[src/rtl/load_store_unit.sv]
// load_store_unit: initiator side of the data-memory port. Accepts byte,
// half-word and word loads/stores, performs sub-word stores as a
// read-modify-write of the whole word, and returns lane-extracted,
// sign/zero-extended load data with a one-cycle response pulse.
module load_store_unit (
    input  logic        clk,
    input  logic        rst_n,
    input  logic        req_valid,
    output logic        req_ready,
    input  logic        req_write,
    input  logic [1:0]  req_size,
    input  logic        req_unsigned,
    input  logic [31:0] req_addr,
    input  logic [31:0] req_wdata,
    output logic        resp_valid,
    output logic [31:0] resp_rdata,
    output logic        resp_misaligned,
    output logic [31:0] mem_addr,
    output logic [31:0] mem_write_data,
    output logic        mem_write_enable,
    input  logic [31:0] mem_read_data
);

    typedef enum logic [2:0] {
        IDLE,
        LOAD,
        RMW_RD,
        WRITE,
        RESP
    } state_t;

    state_t      state;
    state_t      next_state;

    logic [1:0]  lat_size;
    logic        lat_unsigned;
    logic [31:0] lat_addr;
    logic [15:0] lat_wdata;
    logic [31:0] merge_q;
    logic [31:0] rdata_q;
    logic        misaligned_q;

    logic        req_misaligned;
    logic [1:0]  lane;
    logic [4:0]  byte_base;
    logic [4:0]  half_base;
    logic [7:0]  load_byte;
    logic [15:0] load_half;
    logic [31:0] load_result;
    logic [31:0] merge_result;

    assign lane      = lat_addr[1:0];
    assign byte_base = {lane, 3'b000};
    assign half_base = {lat_addr[1], 4'b0000};

    assign req_ready        = (state == IDLE);
    assign resp_valid       = (state == RESP);
    assign mem_write_enable = (state == WRITE);
    assign resp_rdata       = rdata_q;
    assign resp_misaligned  = misaligned_q;
    assign mem_addr         = {2'b00, lat_addr[31:2]};
    assign mem_write_data   = merge_q;

    // Flag incoming requests whose address is not naturally aligned to their size.
    always_comb begin
        req_misaligned = 1'b0;
        case (req_size)
            2'b00:   req_misaligned = 1'b0;
            2'b01:   req_misaligned = req_addr[0];
            default: req_misaligned = (req_addr[1:0] != 2'b00);
        endcase
    end

    // Extract the addressed lane from the read word and extend it to 32 bits.
    always_comb begin
        load_byte   = mem_read_data[byte_base +: 8];
        load_half   = mem_read_data[half_base +: 16];
        load_result = mem_read_data;
        case (lat_size)
            2'b00:   load_result = lat_unsigned ? {24'd0, load_byte}
                                                : {{24{load_byte[7]}}, load_byte};
            2'b01:   load_result = lat_unsigned ? {16'd0, load_half}
                                                : {{16{load_half[15]}}, load_half};
            default: load_result = mem_read_data;
        endcase
    end

    // Replace only the addressed lane of the read word with the store data.
    always_comb begin
        merge_result = mem_read_data;
        case (lat_size)
            2'b00:   merge_result[byte_base +: 8]  = lat_wdata[7:0];
            2'b01:   merge_result[half_base +: 16] = lat_wdata[15:0];
            default: merge_result = mem_read_data;
        endcase
    end

    // Pick the next state from the current state and, in IDLE, the request type.
    always_comb begin
        next_state = state;
        case (state)
            IDLE: begin
                if (req_valid) begin
                    if (req_misaligned)
                        next_state = RESP;
                    else if (!req_write)
                        next_state = LOAD;
                    else if (req_size[1])
                        next_state = WRITE;
                    else
                        next_state = RMW_RD;
                end
            end
            LOAD:    next_state = RESP;
            RMW_RD:  next_state = WRITE;
            WRITE:   next_state = RESP;
            RESP:    next_state = IDLE;
            default: next_state = IDLE;
        endcase
    end

    // State register; reset abandons any transaction in flight.
    always_ff @(posedge clk or negedge rst_n) begin
        if (!rst_n)
            state <= IDLE;
        else
            state <= next_state;
    end

    // Request latches, merge register and response registers.
    always_ff @(posedge clk or negedge rst_n) begin
        if (!rst_n) begin
            lat_size     <= 2'b00;
            lat_unsigned <= 1'b0;
            lat_addr     <= 32'd0;
            lat_wdata    <= 16'd0;
            merge_q      <= 32'd0;
            rdata_q      <= 32'd0;
            misaligned_q <= 1'b0;
        end else begin
            case (state)
                IDLE: begin
                    if (req_valid) begin
                        lat_size     <= req_size;
                        lat_unsigned <= req_unsigned;
                        lat_addr     <= req_addr;
                        lat_wdata    <= req_wdata[15:0];
                        misaligned_q <= req_misaligned;
                        if (req_misaligned)
                            rdata_q <= 32'd0;
                        if (req_write && req_size[1] && !req_misaligned)
                            merge_q <= req_wdata;
                    end
                end
                LOAD:    rdata_q      <= load_result;
                RMW_RD:  merge_q      <= merge_result;
                WRITE:   rdata_q      <= 32'd0;
                RESP:    misaligned_q <= 1'b0;
                default: misaligned_q <= 1'b0;
            endcase
        end
    end

endmodule
[config.mk]
export PLATFORM = sky130hd
export DESIGN_NAME = load_store_unit
export DESIGN_NICKNAME = d
export VERILOG_FILES = /design/src/rtl/load_store_unit.sv
export SDC_FILE = /design/constraint.sdc
export NUM_CORES = 1
export LEC_CHECK = 0
export CELL_PAD_IN_SITES_DETAIL_PLACEMENT = 2
export CELL_PAD_IN_SITES_GLOBAL_PLACEMENT = 2
export CORE_MARGIN = 3
export CORE_UTILIZATION = 26
export DETAILED_ROUTE_END_ITERATION = 8
export GPL_ROUTABILITY_DRIVEN = 0
export GPL_TIMING_DRIVEN = 1
export PLACE_DENSITY_LB_ADDON = 0.1
export SYNTH_ARGS = -nofsm -noshare
export SYNTH_HDL_FRONTEND = slang
export SYNTH_SLANG_ARGS = --single-unit
[constraint.sdc]
create_clock -name clk -period 2.3 [get_ports clk]
set_clock_uncertainty 0.05 [all_clocks]
set_input_delay 0.46 -clock clk [delete_from_list [all_inputs] [get_ports clk]]
set_output_delay 0.46 -clock clk [all_outputs]
set_load 0.02 [all_outputs]
; Word-level counts from Yosys, hierarchy flattened
; Cells that the tools add are included.
[word_totals]
regBits = 119
word_cells = 61
[op_classes]
n_addsub = 2
eq_ne = 9
shifts = 6
mux = 20
n_bitwise = 1
n_reduce_logical = 15
[op_table]
columns = cell, count
row1 = $mux W32, 6
row2 = $pmux W32 S2, 3
row3 = $pmux W32 S3, 1
row4 = $bwmux W32, 2
row5 = $shift A16 B7 Y32 const A, 1
row6 = $shift A8 B7 Y32 const A, 1
row7 = $shiftx A16 B7 Y32, 1
row8 = $shiftx A32 B6 Y16, 1
row9 = $shiftx A32 B6 Y8, 1
row10 = $shiftx A8 B7 Y32, 1
row11 = $neg A5 Y7, 2
row12 = $pmux W3 S3, 1
row13 = $eq A3 B2 Y1 const B, 2
row14 = $mux W3, 2
row15 = $reduce_and A3 Y1, 2
row16 = $eq A2 B1 Y1 const B, 2
row17 = $logic_not A2 Y1, 2
row18 = $ne A2 B1 Y1 const B, 2
row19 = $pmux W1 S2, 2
row20 = $reduce_and A2 Y1, 2
row21 = $reduce_bool A2 Y1, 2
row22 = $eq A3 B1 Y1 const B, 1
row23 = $eq A3 B3 Y1 const B, 1
row24 = $logic_not A3 Y1, 1
row25 = other kinds (9), 11

; Longest topological paths before layout
; Gate-level depths: netlist (run 1).
[logic_depth]
depth_word = 7
depth_mapped = 9
depth_no_buf = 6

; Worst setup path after synthesis (run 1)
; No wires, ideal clock.
[synth_path]
kind = register to register
start = register lat_addr[0]
end = register merge_q[12], in the netlist mem_write_data[12]
arrival_time_ns = 2.135
path_slack_ns = -0.005
stages_incl_launch_ff = 9
path_buffers = 2
synth_period_minus_slack_ns = 2.305
cell_sequence = dfrtp_1 -> buf_4 -> buf_2 -> inv_1 -> ha_1 -> and4b_1 -> and2_1 -> a221o_1 -> a31o_1
[synth_between]
elab_chain_len = 5
word_cells_on_any_way = 6
[synth_lines]
columns = element, line_no
row1 = "start, declared", 37  ; logic [31:0] lat_addr;
row2 = "start signal, assigned", 146  ; lat_addr <= req_addr;
row3 = $neg A5 Y7 (*), 92  ; 2'b00: merge_result[byte_base +: 8] = lat_wdata[7:0];
row4 = $shiftx A8 B7 Y32 / $shift A8 B7 Y32 (equally long branches), 92
row5 = $bwmux W32 (*), 92
row6 = $pmux W32 S2 (*), 91  ; case (lat_size)
row7 = $pmux W32 S2 (*), 141  ; case (state)
row8 = "end signal, assigned", 152  ; merge_q <= req_wdata;
row9 = "end signal, assigned", 156  ; RMW_RD: merge_q <= merge_result;
row10 = "end, declared", 39  ; logic [31:0] merge_q;
; Mark *: on every way between the ends. The rest lies on a longest branch, timed or not.
; A chain may end at the register's enable or synchronous reset.

; Worst setup path in the final report (run 1)
[layout_path]
start = register lat_addr[0]
end = register merge_q[17], in the netlist mem_write_data[17]
; The elaborated chain is that of the path after synthesis.

==> results.yml, run 1 <==
timing:
  finalSetupViolations: 0
  slew_viol_final: 0
  fin_hold_ws_ns: 0.4420
  hold_viol: 0
  worst_pin_slew_ns: 0.6204
  rsz0062_at_grt: "no"
  maxSlewHeadroom: 0.5821
  period_needed_ns: 2.232
  min_period_over_period: 0.9703
  fin_setup_tns_ns: 0
  fmax_ghz: 0.4481
finish:
  layout.nets: 966
  area_delta_synth_final_pct: 46.03
  drive_above_1_share: 0.1874
  final_cells: 1194
  antenna_cells: 0
  n_fill_cell: 2616
detailed_routing:
  final_antenna_net_count: 0
  initialDrtViolationCount: 314
  routed_wl_mm: 28.61
  drc: 0
  via_per_inst: 5.201
  vias: 6210
  first_pass_iters: 4
  wl_per_cell_um: 23.96
cts:
  cts_max_path_buffers: 2
  cts_tree: "done"
  cts_root_buffer: "clkbuf_16"
  clk_latency_ns: 0.42
  cts_made_buffers: 17
  htree_levels: 4
  postCtsSetupRepairBufs: 0
  clock_sinks: 119
  clk_pin_slew_ns: 0.06
yosys:
  synth_common_cells: "dfrtp_1, nand2_1, mux2_2"
  avgSynthCellArea_um2: 10.06
  synth_ff_type: "dfrtp_1"
  yosysSeqAreaShare: 0.4466
  synth.largest_area_cell: "dfrtp_1"
  synth_area_leaders: "dfrtp_1, mux2_2, buf_4"
  netlist_area_um2: 6668
  async_reset_ff_frac: 1.000
  yosysWarnings: 0
  synthCells: 663
  yosysMostFrequentCell: "dfrtp_1"
  ys_ff_latch: 119
  synth_top_area_frac: 0.4466
  synth_cell_type_count: 59
  synth-edff-count: 0
hold_path:
  holdPathEnd: "mem_write_data[23]"
  holdCritPathClass: "register to register"
  min_path_cells: 2
  hp-start: "mem_write_data[23]"
die:
  rows: 57
  start_util: 0.2694
  io_pins: 203
  core_area_um2: 24750
  die-area_um2: 27600
  die_h_um: 166.1
  die_w_um: 166.1
global_route:
  grt_max_degree: 37
  grt_antenna_before_repair: 0
  grt_pass1_vias: 7008
  track_usage: 0.2066
  gr-total-overflow: 0
  grt_pass1_wl_mm: 44.38
placement:
  place_hpwl_mm: 21.28
  port_buffers: 200
  dp.cells: 1162
status:
  outcome: "completed"
pwr:
  ir_drop_mv: 0.5548
  p_leak_nw: 4.064
  p_per_area_nw_per_um2: 1513
worst_setup_path:
  endpoint_kind: "register"
  r2r-end: "mem_write_data[17]"
  ff2ff_setup_slack_ns: 0.07
  path_max_fanout: 5
  worst-setup-path-type: "register to register"
  critPathLaunchType: "register"
  critPathRequiredTime_ns: 2.55
  arrival_ns: 2.49
  r2r-start: "lat_addr[0]"
  reg2reg_depth: 7
flow_run:
  timing.max_cap.violations: 0
[cells in the final DEF (no fill, tap or decap), drive strengths merged, types with 7 or more instances in the layout]
| cell | netlist | final |
|---|---|---|
| nor2 | 32 | 32 |
| buf | 65 | 58 |
| nand2b | 10 | 10 |
| dfrtp | 119 | 119 |
| nand3 | 9 | 9 |
| a21oi | 23 | 23 |
| a211oi | 11 | 11 |
| mux4 | 7 | 7 |
| clkbuf | 18 | 18 |
| clkdlybuf4s50 | 0 | 196 |
| o22ai | 10 | 10 |
| a22oi | 18 | 18 |
| o21ai | 57 | 57 |
| a21o | 13 | 13 |
| mux2 | 55 | 55 |
| a221o | 10 | 10 |
| a221oi | 26 | 26 |
| nand2 | 62 | 62 |
| nor3 | 15 | 15 |
| inv | 24 | 24 |
| a22o | 14 | 14 |
[registers in the layout, summed over array words and instances, names as in the netlist]
register	cells
resp_misaligned	1
state	3
lat_wdata	16
lat_unsigned	1
mem_write_data	32
lat_addr	32
resp_rdata	32
lat_size	2
[per-stage QoR]
step	util	cell area, um^2	worst slack [ns]	total power [W]
2_1_floorplan	-	6674	0.06458	0.008642
3_3_place_gp	0.3690	9131	0.07506	0.01172
4_1_cts	0.3930	9726	0.09807	0.01487
6_report	0.3934	9737	0.06838	0.01473
5_1_grt	0.3934	9737	0.0007259	0.01569
3_5_place_dp	0.3690	9131	0.02103	0.01202
[where the power goes]
group	leakage (nW)	total [W]	internal (W)	switching, W
clock network	0.278	0.00275	0.00169	0.00106
registers	1.46	0.00386	0.00306	0.000804
logic	2.33	0.00812	0.00372	0.00440
[logic make-up after synthesis]
group                    Yosys count  synth area share
AO/OA/AOI/OAI                    208            0.2173
adder cells (fa/ha/maj)            5          0.009383
buffers and inverters            107           0.08819
flip-flops                       119            0.4466
multiplexers                      66            0.1225
other                              1         0.0005624
AND/OR/NAND/NOR                  157            0.1154
[final cells by class]
cell class | instances | area (um^2) | share of cell area
multi-input combinational | 438 | 3129 | 0.3214
clock buffer | 18 | 429.2 | 0.04408
timing repair buffer | 258 | 2546 | 0.2615
tap | 324 | 405.4 | 0.04163
inverter | 24 | 90.09 | 0.009252
sequential | 119 | 2979 | 0.3060
clock inverter | 13 | 157.7 | 0.01619
[how the worst max path moves through the flow]
stage / start / endpoint / slack [ns] / cells after the start
6_report: lat_addr[0] / mem_write_data[17] / 0.07 / 7
2_1_floorplan: lat_addr[0] / mem_write_data[12] / 0.06 / 8
3_3_place_gp: mem_read_data[31] / resp_rdata[15] / 0.08 / 6
5_1_grt: lat_addr[0] / mem_write_data[28] / 0.0007 / 7
3_5_place_dp: req_valid / lat_addr[19] / 0.02 / 5
4_1_cts: lat_addr[0] / mem_write_data[17] / 0.1 / 7
[metal layers]
layer  vias to the layer above  routed length [um]  GRT usage  share of wire
met3                        37                1336    0.04047          0.047
met1                      3199               12480     0.2676           0.44
li1                       2805                   -          -              -
met2                       169               14170     0.3512           0.50
met5                         -                   0          0              0
met4                         0                 620    0.06112          0.022
[critical path: stages, from the launching register on]
cell	delay [ns]
dfrtp_1	0.39
inv_1	0.16
ha_2	0.33
nor2b_1	0.15
a41o_1	0.34
a221oi_1	0.46
buf_4	0.18
o21ai_1	0.06
[timing repair]
action,CTS,global route
gates resized for setup,4,3
cloned,0,0
endpoints found under the setup margin,3,3
hold buffers,1,0
hold endpoints to repair,29,0
No activity file was read; power rests on OpenSTA's default activity.
==> run 2, diff against run 1 <==
Settings changed: CORE_ASPECT_RATIO set to 0.7, CORE_UTILIZATION 26 to 29.
Clock period 2.3 ns to 2.54 ns, I/O delays scaled along.
==> results.yml, run 2 (synthesis gave the netlist of run 1 again) <==
finish:
  final_cell_mix: "clkdlybuf4s50_1, dfrtp_1, nand2_1"
  seqCellArea_um2: 2980
  drive_above_1_share: 0.1694
  antenna_cells: 0
  final_cells: 1155
  layout_commonest_cell: "clkdlybuf4s50_1"
  layout.nets: 945
  multi_input_area_um2: 3127
  n_fill_cell: 2357
  area_delta_synth_final_pct: 43.50
cts:
  htree_levels: 4
  postCtsSetupRepairBufs: 0
  cts_made_buffers: 17
  cts_tree: "done"
  cts_root_buffer: "clkbuf_16"
  cts_max_path_buffers: 2
  clock_sinks: 119
  clk_pin_slew_ns: 0.06
  clk_latency_ns: 0.42
detailed_routing:
  vias: 6264
  drc: 0
  initialDrtViolationCount: 312
  via_per_inst: 5.423
  final_antenna_net_count: 0
  routed_wl_mm: 27.98
  wl_per_cell_um: 24.23
  first_pass_iters: 4
placement:
  port_buffers: 200
  place_ws_ns: 0.09732
  place_hpwl_mm: 20.81
  dp.cells: 1122
die:
  die-area_um2: 24880
  die_w_um: 187.2
  io_pins: 203
  rows: 45
  die_h_um: 132.9
  core_area_um2: 22130
  start_util: 0.3013
timing:
  maxSlewHeadroom: 0.5398
  timing.final.ws_setup_ns: 0.002377
  rsz0062_at_grt: "no"
  worst_pin_slew_ns: 0.6831
  finalSetupViolations: 0
  fmax_ghz: 0.3941
  fin_hold_ws_ns: 0.4116
  slew_viol_final: 0
  period_needed_ns: 2.538
  hold_viol: 0
  fin_setup_tns_ns: 0
  min_period_over_period: 0.9991
worst_setup_path:
  path_max_fanout: 15
  critPathLaunchType: "register"
  critical-path-max-stage-delay_ns: 0.77
  cp_slowest_cell: "dfrtp_1"
  path_cells: "nand2_1 -> a21o_1 -> a221oi_1 -> buf_4 -> o21ai_1"
  endpoint_kind: "register"
  worst-setup-path-type: "register to register"
  critPathRequiredTime_ns: 2.80
  arrival_ns: 2.79
global_route:
  gr-total-overflow: 0
  use_met3: 0.05403
  use_met2: 0.3671
  top_usage_layer: "met2"
  grt_max_degree: 49
  track_usage: 0.2261
  grt_antenna_before_repair: 0
  grt_use_met1: 0.3083
  grt_pass1_vias: 6901
  grt_pass1_wl_mm: 43.69
pwr:
  p_per_area_nw_per_um2: 1392
  ir_drop_mv: 0.7699
  p_leak_nw: 4.005
hold_path:
  holdCritPathClass: "input port to async pin"
flow_run:
  timing.max_cap.violations: 0
status:
  outcome: "completed"
run 2: changes by cell type in the layout (fill, tap and decap cells not counted), moves of 2 or more:
cell / delta
dlygate4sd2_1: -2
dlymetal6s2s_1: +2
inv_6: +4
clkinvlp_4: -3
clkinv_4: +3
clkinv_2: -4
buf_12: -4
buf_4: -17
run 2: area by class of cell:
class | instances | area share
clock inverters | 15 | 0.02275
clock buffers | 17 | 0.04446
inverters | 24 | 0.009415
multi-input cells | 438 | 0.3268
flip-flops and latches | 119 | 0.3115
repair buffers | 237 | 0.2452
well taps | 305 | 0.03988
run 2: power breakdown:
group          internal (W)  leakage, nW  switching [W]
Sequential          0.00277         1.46       0.000806
Clock               0.00167        0.311        0.00102
Combinational       0.00315         2.24        0.00391
Total               0.00758         4.01        0.00574
run 2: final timing paths:
kind | from | endpoint | slack, ns | cells after the start
min | rst_n | resp_rdata[14] | 0.41 | 2
max reg2reg | lat_size[0] | mem_write_data[28] | 0.002 | 5
max | lat_size[0] | mem_write_data[28] | 0.002 | 5
min in group clk | mem_write_data[14] | mem_write_data[14] | 0.44 | 2
max in group asynchronous | rst_n | state[0] | 1.32 | 3
min reg2reg | mem_write_data[14] | mem_write_data[14] | 0.44 | 2
run 2: repair_timing:
item	4_1_cts	5_1_grt
gates cloned	0	0
endpoints found under the setup margin	2	5
resized for setup	2	5
hold buffers	1	0
hold endpoints to repair	8	0
run 2: critical path, delay by kind of cell (launching register included):
family	cells	cell delay, ns
flops	1	0.77
simple gates	1	0.28
compound gates	3	1.09
buf+inv	1	0.23
run 2: layer usage:
| layer | routed length, um | up-vias |
|---|---|---|
| met1 | 12860 | 3264 |
| met3 | 1741 | 34 |
| met2 | 13050 | 202 |
| met5 | 0 | - |
| met4 | 329 | 0 |
| li1 | - | 2764 |
run 2: per-stage QoR:
stage / power [W] / utilization / instance area, um^2
after floorplan: 0.007820 / - / 6671
after global placement: 0.01034 / 0.4022 / 8900
after detailed placement: 0.01062 / 0.4022 / 8900
after CTS: 0.01341 / 0.4317 / 9553
after global routing: 0.01416 / 0.4324 / 9568
final: 0.01332 / 0.4324 / 9568
